==> src/rtl/pc_fetch_pkg.sv <==
// Shared types and constants for the PC fetch sequencer and its next-PC mux.
package pc_fetch_pkg;

  localparam logic [31:0] RESET_PC_DEFAULT = 32'h0000_0000;
  localparam logic [31:0] PC_STEP          = 32'd4;
  localparam logic [31:0] ALIGN_MASK       = 32'hFFFF_FFFC;

  typedef enum logic [2:0] {
    S_IDLE,
    S_FETCH,
    S_WAIT,
    S_ISSUE,
    S_HALTED
  } state_e;

  typedef enum logic [1:0] {
    NPC_HOLD,
    NPC_SEQ,
    NPC_BRANCH,
    NPC_PENDING
  } npc_sel_e;

endpackage

==> src/rtl/pc_next_sel.sv <==
// Combinational next-PC select: hold, sequential step, word-aligned branch target, or pending target.
module pc_next_sel
  import pc_fetch_pkg::*;
(
  input  npc_sel_e    sel,
  input  logic [31:0] pc,
  input  logic [31:0] branch_target,
  input  logic [31:0] pending_pc,
  output logic [31:0] next_pc
);

  always_comb begin
    next_pc = pc;
    unique case (sel)
      NPC_SEQ:     next_pc = pc + PC_STEP;
      NPC_BRANCH:  next_pc = branch_target & ALIGN_MASK;
      NPC_PENDING: next_pc = pending_pc;
      default:     next_pc = pc;
    endcase
  end

endmodule

==> src/rtl/pc_fetch_sequencer.sv <==
// Fetch/issue sequencer: one outstanding imem request, one issued instruction at a time.
// Optional branch delay slot behaviour is enabled by defining PC_FETCH_DELAY_SLOT_EN.
module pc_fetch_sequencer
  import pc_fetch_pkg::*;
#(
  parameter logic [31:0] RESET_PC = RESET_PC_DEFAULT
) (
  input  logic        Clk,
  input  logic        Rst,
  input  logic        Stall,
  input  logic        BranchTaken,
  input  logic [31:0] BranchTarget,
  input  logic        Halt,
  output logic        ImemReq,
  output logic [31:0] ImemAddr,
  input  logic        ImemAck,
  input  logic [31:0] ImemData,
  output logic        InstrValid,
  output logic [31:0] Instr,
  output logic [31:0] InstrPC,
  output logic [31:0] PCPlus4,
  output logic        Halted
);

  state_e      state_q, state_d;
  logic [31:0] pc_q, pc_d;
  logic [31:0] instr_q, instr_d;
  logic [31:0] instr_pc_q, instr_pc_d;
  logic [31:0] pend_pc;
  npc_sel_e    npc_sel;
  logic        handshake;

`ifdef PC_FETCH_DELAY_SLOT_EN
  logic [31:0] pend_q, pend_d;
  logic        ds_q, ds_d;
  assign pend_pc = pend_q;
`else
  assign pend_pc = '0;
`endif

  assign handshake = (state_q == S_ISSUE) && !Stall;

  always_comb begin
    state_d    = state_q;
    instr_d    = instr_q;
    instr_pc_d = instr_pc_q;
    npc_sel    = NPC_HOLD;
`ifdef PC_FETCH_DELAY_SLOT_EN
    pend_d     = pend_q;
    ds_d       = ds_q;
`endif
    case (state_q)
      S_IDLE: state_d = S_FETCH;
      S_FETCH, S_WAIT: begin
        state_d = S_WAIT;
        if (ImemAck) begin
          instr_d    = ImemData;
          instr_pc_d = pc_q;
          state_d    = S_ISSUE;
        end
      end
      S_ISSUE: begin
        if (handshake) begin
          state_d = S_FETCH;
          if (Halt) begin
            // Halt wins over any redirect; a pending delay-slot target is dropped.
            state_d = S_HALTED;
`ifdef PC_FETCH_DELAY_SLOT_EN
            ds_d    = 1'b0;
`endif
          end else begin
`ifdef PC_FETCH_DELAY_SLOT_EN
            if (ds_q) begin
              npc_sel = NPC_PENDING;
              ds_d    = 1'b0;
            end else if (BranchTaken) begin
              npc_sel = NPC_SEQ;
              pend_d  = BranchTarget & ALIGN_MASK;
              ds_d    = 1'b1;
            end else begin
              npc_sel = NPC_SEQ;
            end
`else
            npc_sel = BranchTaken ? NPC_BRANCH : NPC_SEQ;
`endif
          end
        end
      end
      S_HALTED: state_d = S_HALTED;
      default:  state_d = S_IDLE;
    endcase
  end

  pc_next_sel u_next_sel (
    .sel          (npc_sel),
    .pc           (pc_q),
    .branch_target(BranchTarget),
    .pending_pc   (pend_pc),
    .next_pc      (pc_d)
  );

  always_ff @(posedge Clk) begin
    if (Rst) begin
      state_q    <= S_IDLE;
      pc_q       <= RESET_PC;
      instr_q    <= '0;
      instr_pc_q <= RESET_PC;
`ifdef PC_FETCH_DELAY_SLOT_EN
      pend_q     <= '0;
      ds_q       <= 1'b0;
`endif
    end else begin
      state_q    <= state_d;
      pc_q       <= pc_d;
      instr_q    <= instr_d;
      instr_pc_q <= instr_pc_d;
`ifdef PC_FETCH_DELAY_SLOT_EN
      pend_q     <= pend_d;
      ds_q       <= ds_d;
`endif
    end
  end

  assign ImemReq    = (state_q == S_FETCH) || (state_q == S_WAIT);
  assign ImemAddr   = pc_q;
  assign InstrValid = (state_q == S_ISSUE);
  assign Instr      = instr_q;
  assign InstrPC    = instr_pc_q;
  assign PCPlus4    = instr_pc_q + PC_STEP;
  assign Halted     = (state_q == S_HALTED);

endmodule
==> config.mk <==
export PLATFORM = sky130hd
export DESIGN_NAME = pc_fetch_sequencer
export DESIGN_NICKNAME = d
export VERILOG_FILES = /design/src/rtl/pc_fetch_pkg.sv /design/src/rtl/pc_next_sel.sv /design/src/rtl/pc_fetch_sequencer.sv
export SDC_FILE = /design/constraint.sdc
export NUM_CORES = 1
export LEC_CHECK = 0
export CELL_PAD_IN_SITES_DETAIL_PLACEMENT = 1
export CELL_PAD_IN_SITES_GLOBAL_PLACEMENT = 1
export CORE_AREA = 4 4 128 130
export DETAILED_ROUTE_END_ITERATION = 10
export DIE_AREA = 0 0 132 134
export PLACE_DENSITY_LB_ADDON = 0.1
export SLEW_MARGIN = 0
export SYNTH_ARGS = -nofsm -noshare
export SYNTH_HDL_FRONTEND = slang
export SYNTH_SLANG_ARGS = --single-unit
==> constraint.sdc <==
create_clock -name Clk -period 5.2 [get_ports Clk]
set_input_delay 1.3 -clock Clk [delete_from_list [all_inputs] [get_ports Clk]]
set_output_delay 1.3 -clock Clk [all_outputs]
set_load 0.02 [all_outputs]
## Yosys cells after proc, flatten, opt, wreduce, memory -nomap -nowiden

Cells that the tools add are included.

- Add/subtract/negate cells: 2
- Multiply operators: 0
- Divide/modulo/power cells: 0
- $lt $le $gt $ge: 0
- Equal/unequal tests: 8
- Shift operators: 0
- Muxes and demuxes: 9
- Bitwise operators: 0
- Reductions and logical operators: 7

Operators with widths:

| operator | count |
|---|---|
| $pmux 32 s3 | 1 |
| $add 32x3->32 const B | 2 |
| $pmux 3 s4 | 1 |
| $mux 2 | 4 |
| $eq 3x2->1 const B | 2 |
| $mux 3 | 2 |
| $eq 2x2->1 const B | 2 |
| $eq 3x1->1 const B | 1 |
| $eq 3x3->1 const B | 1 |
| $logic_not 3->1 | 1 |
| $reduce_bool 3->1 | 1 |
| $eq 2x1->1 const B | 1 |
| $ne 2x1->1 const B | 1 |
| $reduce_and 2->1 | 1 |
| $reduce_or 2->1 | 1 |
| $logic_and 1x1->1 | 1 |
| $logic_not 1->1 | 1 |
| $logic_or 1x1->1 | 1 |
| $mux 1 | 1 |

- Register bits: 99
- Bits in latches: 0
- Memory bits (writable): 0
- Bits in read-only memories: 0
- Logic and storage cells: 30
- Memories kept: 0

## Depth between registers and ports, before layout

Gate-level depths: netlist (run 1).

- Word-level depth: 6
- Depth in mapped cells: 7

## By module

Synthesis (run 1) repeated with hierarchy kept, for this count alone.

- Cell total of the unflattened synthesis: 683
- Area, all modules: 5315.1 µm²

Modules (own cells, without submodules):

| module | instances | cells each | area an instance (µm²) | seq. area each (µm²) |
|---|---|---|---|---|
| pc_fetch_sequencer | 1 | 454 | 3791.1 | 1981.9 |
| pc_next_sel | 1 | 229 | 1524.0 | 0.0 |

## Worst setup path before layout (run 1)

No wires, ideal clock.

- Kind: register -> output
- Start point: register instr_pc_q[18] (netlist: InstrPC[18])
- End point: output port PCPlus4[29]
- Arrival: 1.913 ns
- Setup slack: 1.987 ns
- Cell stages (with the launch flop): 5
- Path buffers: 0
- Cells stage by stage: dfxtp_1 nand4_1 nor4_1 nand4_1 xnor2_1

- Word-level cells in the longest chain between the ends: 1

Ends and longest elaborated chain:

| element | line | RTL |
|---|---|---|
| from (decl) | pc_fetch_sequencer.sv:28 | `logic [31:0] instr_pc_q, instr_pc_d;` |
| from (signal assigned) | pc_fetch_sequencer.sv:116 | `instr_pc_q <= instr_pc_d;` |
| $add 32x3->32 | pc_fetch_sequencer.sv:129 | `assign PCPlus4 = instr_pc_q + PC_STEP;` |
| to (decl) | pc_fetch_sequencer.sv:21 | `output logic [31:0] PCPlus4,` |

Every way passes these cells.

## Final worst setup path (run 1)

- Start point: register instr_pc_q[4] (netlist: InstrPC[4])
- End point: output port PCPlus4[13]

The elaborated chain is that of the path after synthesis.

==> key figures, run 1 <==
Setup path
  • CP Launch Point: InstrPC[4]$_SDFFE_PP0P_
  • Internal reg-to-reg setup slack: 2.48 ns
  • R2R Path End: ImemAddr[14]$_SDFFE_PP0P_
  • Crit Path Category: register to output port
  • FF-to-FF Start: ImemAddr[3]$_SDFFE_PP0P_
  • Crit path max fanout: 7
  • Req. time, crit path: 3.90 ns
  • Worst r2r path cells: 5
  • Arrival @ worst endpoint: 2.87 ns
  • CP startpoint kind: register
  • Critical path's slowest cell: nor3_1
  • Crit end category: output port
  • Max incr delay on CP: 0.65 ns
  • Chain of cells forming the critical path: nand3_1 > nor3_1 > buf_4 > and4_1 > xor2_1 > clkdlybuf4s50_1

Floorplanning
  • FP Rows: 45
  • DIE WIDTH: 132 µm
  • Initial Util: 0.329
  • CORE AREA: 15100 µm²
  • Die area: 17700 µm²
  • Die Ht: 134 µm
  • I/O Pins: 201

Layout
  • Antenna cell count: 0
  • Filler Cell Count: 1836
  • Nets: 903
  • Share of cells above drive strength 1: 0.0455
  • Layout area overhead: 46.8%

Clocking
  • CTS Hold Buffers Added: 0
  • Clk sink count: 95
  • CTS Buf Count: 9
  • CTS tree: yes
  • CTS Root Cell: clkbuf_16
  • CTS H-Tree Depth: 3
  • CTS resizes: 0
  • Postcts setup bufs: 0
  • Worst-path clk slew: 0.07 ns
  • Clock Path Buffers: 2
  • Clk_lat worst skew: 0.35 ns

Routing
  • Initial DRC Count: 437
  • Drt wl/cell: 19.6 µm
  • Vias/cell: 5.55
  • Vias after detailed routing: 5681
  • Post-route ant nets: 0
  • Drc violations: 0
  • First-pass DRT Iterations: 5
  • Total routed wirelength: 20.0 mm

Placement
  • Post-DP HPWL: 14.6 mm
  • Routability cong.: 0.846
  • IO buf count: 192

Power
  • Switch share: 0.300
  • Max IR drop VDD: 0.000143 V
  • Pwr Density: 266 nW/µm²
  • Int Pwr: 1.36 mW
  • Leak: 2.36 nW
  • Logic pwr share: 0.209
  • Sequential Power Share: 0.413
  • Clock power share: 0.377
  • NetSw: 0.584 mW

STA
  • Min cycle time layout: 4.17 ns
  • Final Hold Slack: 0.454 ns
  • Fin crit share: 0.802
  • Setup Total Neg Slack: 0 ns
  • Fin. Hold Viols: 0
  • Relative slew slack: 0.166
  • Layout Skew: 0.00705 ns
  • Highest clock rate: 0.240 GHz
  • Max Slew Vio Count: 0
  • Worst Tran Pin Value: 1.24 ns
  • RSZ-0062 raised after global routing: no
  • Setup-failing EPs final: 0

Synth
  • Mapped Avg Cell Area: 7.44 µm²
  • Flip-flop and latch count after synthesis: 95
  • Most numerous cell in the Yosys netlist: nand2_1
  • Distinct cells, synth: 56
  • Sequential area share after synthesis: 0.381
  • Asr flop ratio synth: 0
  • Post-Synthesis Cells: 670
  • Synth top area cells: dfxtp_1, nand2_1, a21oi_1, xnor2_1, clkbuf_1
  • Number of flops mapped to enable cells by yosys: 0
  • Synth top area share: 0.381
  • Dominant synthesized flop cell: dfxtp_1
  • Cell taking the most area after synthesis: dfxtp_1
  • Mapped Area: 4990 µm²
  • Synth Warn #: 0
  • List of most frequent post-synthesis cells: nand2_1, dfxtp_1, a21oi_1, clkbuf_1, nand3_1

Worst hold path
  • Hold path cells: 2
  • Hold path start: Instr[27]$_SDFFE_PP0P_
  • Hold Crit Endpoint: Instr[27]$_SDFFE_PP0P_
  • Worst min path class: register to register

Run status
  • Status: finished clean

GRT
  • Global-route wire length before repair: 32.0 mm
  • Antenna violations before repair: 0
  • Global route total overflow: 0
  • Largest net degree at the start of global routing: 97
  • GRT Total Usage: 0.222
  • Number of global-route vias before repair: 5799

Run
  • Max Cap Viol: 0
-- cells by family (layout without fill, tap and decap cells) --
| logic type | after synthesis | in the layout | synth area share |
|---|---|---|---|
| AND/OR/NAND/NOR | 314 | 314 | 0.300 |
| multiplexers | 2 | 2 | 0.00402 |
| other | 1 | 6 | 0.000752 |
| flip-flops | 95 | 95 | 0.381 |
| AO/OA/AOI/OAI | 160 | 160 | 0.202 |
| adder cells (fa/ha/maj) | 2 | 2 | 0.00502 |
| buffers and inverters | 67 | 228 | 0.0562 |
| XOR/XNOR | 29 | 29 | 0.0509 |
-- critical path: cells and delay by family, from the launching register on --
kind | cells | cell delay, ns
AND/OR/NAND/NOR | 3 | 1.04
XOR/XNOR | 1 | 0.15
flip-flops | 1 | 0.43
buffers and inverters | 2 | 0.90
-- state kept, by name, indices dropped and copies added, names as in the netlist --
name and flops:
Instr 32, InstrPC 30, ImemAddr 30, state_q 3
-- worst max-delay path by stage --
stage | to | slack [ns]
2_1_floorplan | PCPlus4[29] | 1.99
3_3_place_gp | ImemAddr[29]$_SDFFE_PP0P_ | 1.38
3_5_place_dp | PCPlus4[13] | 1.32
4_1_cts | PCPlus4[13] | 0.93
5_1_grt | PCPlus4[13] | 0.82
6_report | PCPlus4[13] | 1.03
-- stage by stage --
stage	instance area, µm²	std cells	total power [mW]	utilization	setup WS [ns]
6_report	7320	1024	1.95	0.483	1.03
4_1_cts	7320	1024	1.97	0.483	0.934
3_3_place_gp	6990	1008	1.22	0.462	1.38
2_1_floorplan	5000	675	1.03	-	1.99
5_1_grt	7320	1024	2.04	0.483	0.816
3_5_place_dp	6990	1008	1.23	0.462	1.32
-- power by group through the flow --
| stage | sequential [mW] | clock (mW) | combinational (mW) |
|---|---|---|---|
| 2_1_floorplan | 0.857 | 0 | 0.176 |
| 3_3_place_gp | 0.818 | 0 | 0.400 |
| 3_5_place_dp | 0.821 | 0 | 0.413 |
| 4_1_cts | 0.804 | 0.755 | 0.414 |
| 5_1_grt | 0.811 | 0.792 | 0.439 |
| 6_report | 0.805 | 0.735 | 0.408 |
-- metal layers --
| metal | vias to the layer above | wire length [µm] | GRT usage |
|---|---|---|---|
| li1 | 2724 | - | - |
| met1 | 2744 | 8840 | 0.284 |
| met2 | 187 | 9700 | 0.372 |
| met3 | 26 | 1100 | 0.0473 |
| met4 | 0 | 378 | 0.0758 |
| met5 | - | 0 | 0 |
-- placed cells by master, fill, tap and decap left out, types with 3 or more instances in the layout --
cell	synthesis	routed
a22oi_1	4	4
nand2_1	159	159
o311ai_0	5	5
xnor2_1	25	25
a31oi_1	7	7
clkbuf_16	0	9
a31o_2	3	3
clkdlybuf4s50_1	0	190
conb_1	1	6
or4_1	5	5
o22ai_1	4	4
buf_4	6	11
inv_1	9	9
nor3_1	19	19
nor2_1	22	22
o31ai_1	4	4
and2_1	6	6
xor2_1	4	4
o211ai_1	6	6
nand4_1	22	22
dfxtp_1	95	95
or3_1	6	6
nand3_1	30	29
a211oi_1	7	7
o221ai_1	5	5
o41ai_1	3	3
a22o_1	3	3
nor4_1	12	12
a21oi_1	81	81
and4_1	9	9
o21ai_0	12	12
and3_1	14	13
-- layout make-up --
cell class,instances,area (µm²),area share
Multi-Input combinational cell,513,2830,0.386
Timing Repair Buffer,202,1990,0.272
Sequential cell,95,1900,0.260
Tap cell,188,235,0.0321
Clock buffer,9,225,0.0308
Clock inverter,7,101,0.0138
Inverter,10,37.5,0.00513
Power figures use the tool's default switching activity.
==> run 2: changes to the inputs <==
CORE_AREA = 4 4 134 136   (was 4 4 128 130)
DIE_AREA = 0 0 138 140   (was 0 0 132 134)
clock period = 4 ns   (was 5.2 ns; I/O delays follow)
==> key figures, run 2 (synthesis gave the netlist of run 1 again) <==
Clocking
  • CTS Root Cell: clkbuf_16
  • CTS Hold Buffers Added: 0
  • Clock Path Buffers: 2
  • Postcts setup bufs: 0
  • CTS H-Tree Depth: 3
  • CTS Buf Count: 9
  • CTS tree: yes
  • Clk_lat worst skew: 0.35 ns
  • Worst-path clk slew: 0.07 ns
  • Clk sink count: 95
  • CTS resizes: 0

STA
  • RSZ-0062 raised after global routing: no
  • Relative slew slack: 0.395
  • Max Slew Vio Count: 0
  • Setup-failing EPs final: 0
  • Fin. Hold Viols: 0
  • Min cycle time layout: 3.65 ns
  • Setup Total Neg Slack: 0 ns
  • Final Hold Slack: 0.450 ns
  • Layout Skew: 0.00495 ns
  • Highest clock rate: 0.274 GHz
  • Worst Tran Pin Value: 0.898 ns
  • Fin crit share: 0.912
  • Slack of the critical path: 0.352 ns

GRT
  • Global-route wire length before repair: 32.1 mm
  • Number of global-route vias before repair: 5748
  • GRT Total Usage: 0.204
  • Global route total overflow: 0
  • Largest net degree at the start of global routing: 63
  • Antenna violations before repair: 0

Floorplanning
  • Die Ht: 140 µm
  • Initial Util: 0.294
  • CORE AREA: 16900 µm²
  • I/O Pins: 201
  • Die area: 19300 µm²
  • FP Rows: 48
  • DIE WIDTH: 138 µm

Layout
  • Share of cells above drive strength 1: 0.0545
  • Layout area overhead: 48.2%
  • Filler Cell Count: 2079
  • Commonest non-fill, non-tap cell in the layout: clkdlybuf4s50_1
  • Final Instance Area: 7390 µm²
  • Non-Filler Instances: 1069
  • Nets: 911
  • Antenna cell count: 0
  • Commonest cells after routing, fill and taps aside: clkdlybuf4s50_1, nand2_1, dfxtp_1
  • Max FFs per register: 32

Setup path
  • Crit end category: output port
  • Arrival @ worst endpoint: 2.65 ns
  • Crit path max fanout: 7
  • Crit Path Category: register to output port
  • Req. time, crit path: 3.00 ns
  • CP startpoint kind: register

Worst hold path
  • Worst min path class: register to register

Routing
  • Drc violations: 0
  • Drt wl/cell: 19.1 µm
  • Initial DRC Count: 389
  • First-pass DRT Iterations: 4
  • Vias after detailed routing: 5636
  • Post-route ant nets: 0
  • Total routed wirelength: 20.4 mm
  • Vias/cell: 5.27

Placement
  • Post-DP HPWL: 14.9 mm
  • Routability cong.: 0.870
  • Post-Place Worst Slack: 0.667 ns
  • Placed Cells: 1053
  • Placed instance area: 7100 µm²
  • IO buf count: 192

Power
  • Pwr Density: 330 nW/µm²
  • Leak: 2.38 nW
  • Max IR drop VDD: 0.000215 V

Run
  • Max Cap Viol: 0

Run status
  • Status: finished clean
-- run 2: cell types whose count changed in the layout (fill, tap and decap cells not counted), sizes merged --
| cell | previous run | this run |
|---|---|---|
| inv | 12 | 10 |
| buf | 12 | 20 |
| clkbuf | 9 | 12 |
| bufinv | 2 | 0 |
| clkinvlp | 1 | 2 |
-- run 2: path summary, 6_finish.rpt --
kind / from / end / slack [ns] / depth (start not counted)
setup / recovery: InstrPC[4]$_SDFFE_PP0P_ / PCPlus4[23] / 0.35 / 6
hold / removal: state_q[2]$_SDFFE_PP0P_ / state_q[0]$_SDFFE_PP0P_ / 0.45 / 1
setup reg to reg: ImemAddr[3]$_SDFFE_PP0P_ / ImemAddr[24]$_SDFFE_PP0P_ / 1.33 / 5
hold reg to reg: state_q[2]$_SDFFE_PP0P_ / state_q[0]$_SDFFE_PP0P_ / 0.45 / 1
-- run 2: stage by stage --
step | power, mW | util
after floorplan | 1.34 | -
after global placement | 1.60 | 0.419
after detailed placement | 1.61 | 0.419
after CTS | 2.47 | 0.436
after global routing | 2.57 | 0.436
final | 2.44 | 0.436
-- run 2: worst max-delay path, stage by stage (launching register included) --
cell,delay [ns]
dfxtp_1,0.42
nand3_1,0.17
nor3_1,0.44
buf_4,0.25
nand4_1,0.13
xnor2_1,0.24
clkdlybuf4s50_1,0.66
-- run 2: cell type report --
| class | instances | area (µm²) | share of cell area |
|---|---|---|---|
| Clock buffer | 12 | 256 | 0.0347 |
| Clock inverter | 4 | 28.8 | 0.00389 |
| Inverter | 10 | 37.5 | 0.00508 |
| Multi-Input combinational cell | 513 | 2830 | 0.384 |
| Sequential cell | 95 | 1900 | 0.257 |
| Tap cell | 225 | 282 | 0.0381 |
| Timing Repair Buffer | 210 | 2050 | 0.277 |
-- run 2: per-layer routing --
| metal | share of wire | up-vias | global-route usage |
|---|---|---|---|
| met5 | 0 | - | 0 |
| met4 | 0.017 | 0 | 0.0530 |
| met3 | 0.058 | 19 | 0.0519 |
| met2 | 0.48 | 156 | 0.344 |
| met1 | 0.44 | 2725 | 0.261 |
| li1 | - | 2736 | - |
-- run 2: report_power, final --
group	total (mW)	switching [mW]	internal (mW)
Sequential	1.05	0.0467	0.999
Combinational	0.539	0.316	0.223
Clock	0.853	0.395	0.458
Total	2.44	0.757	1.68
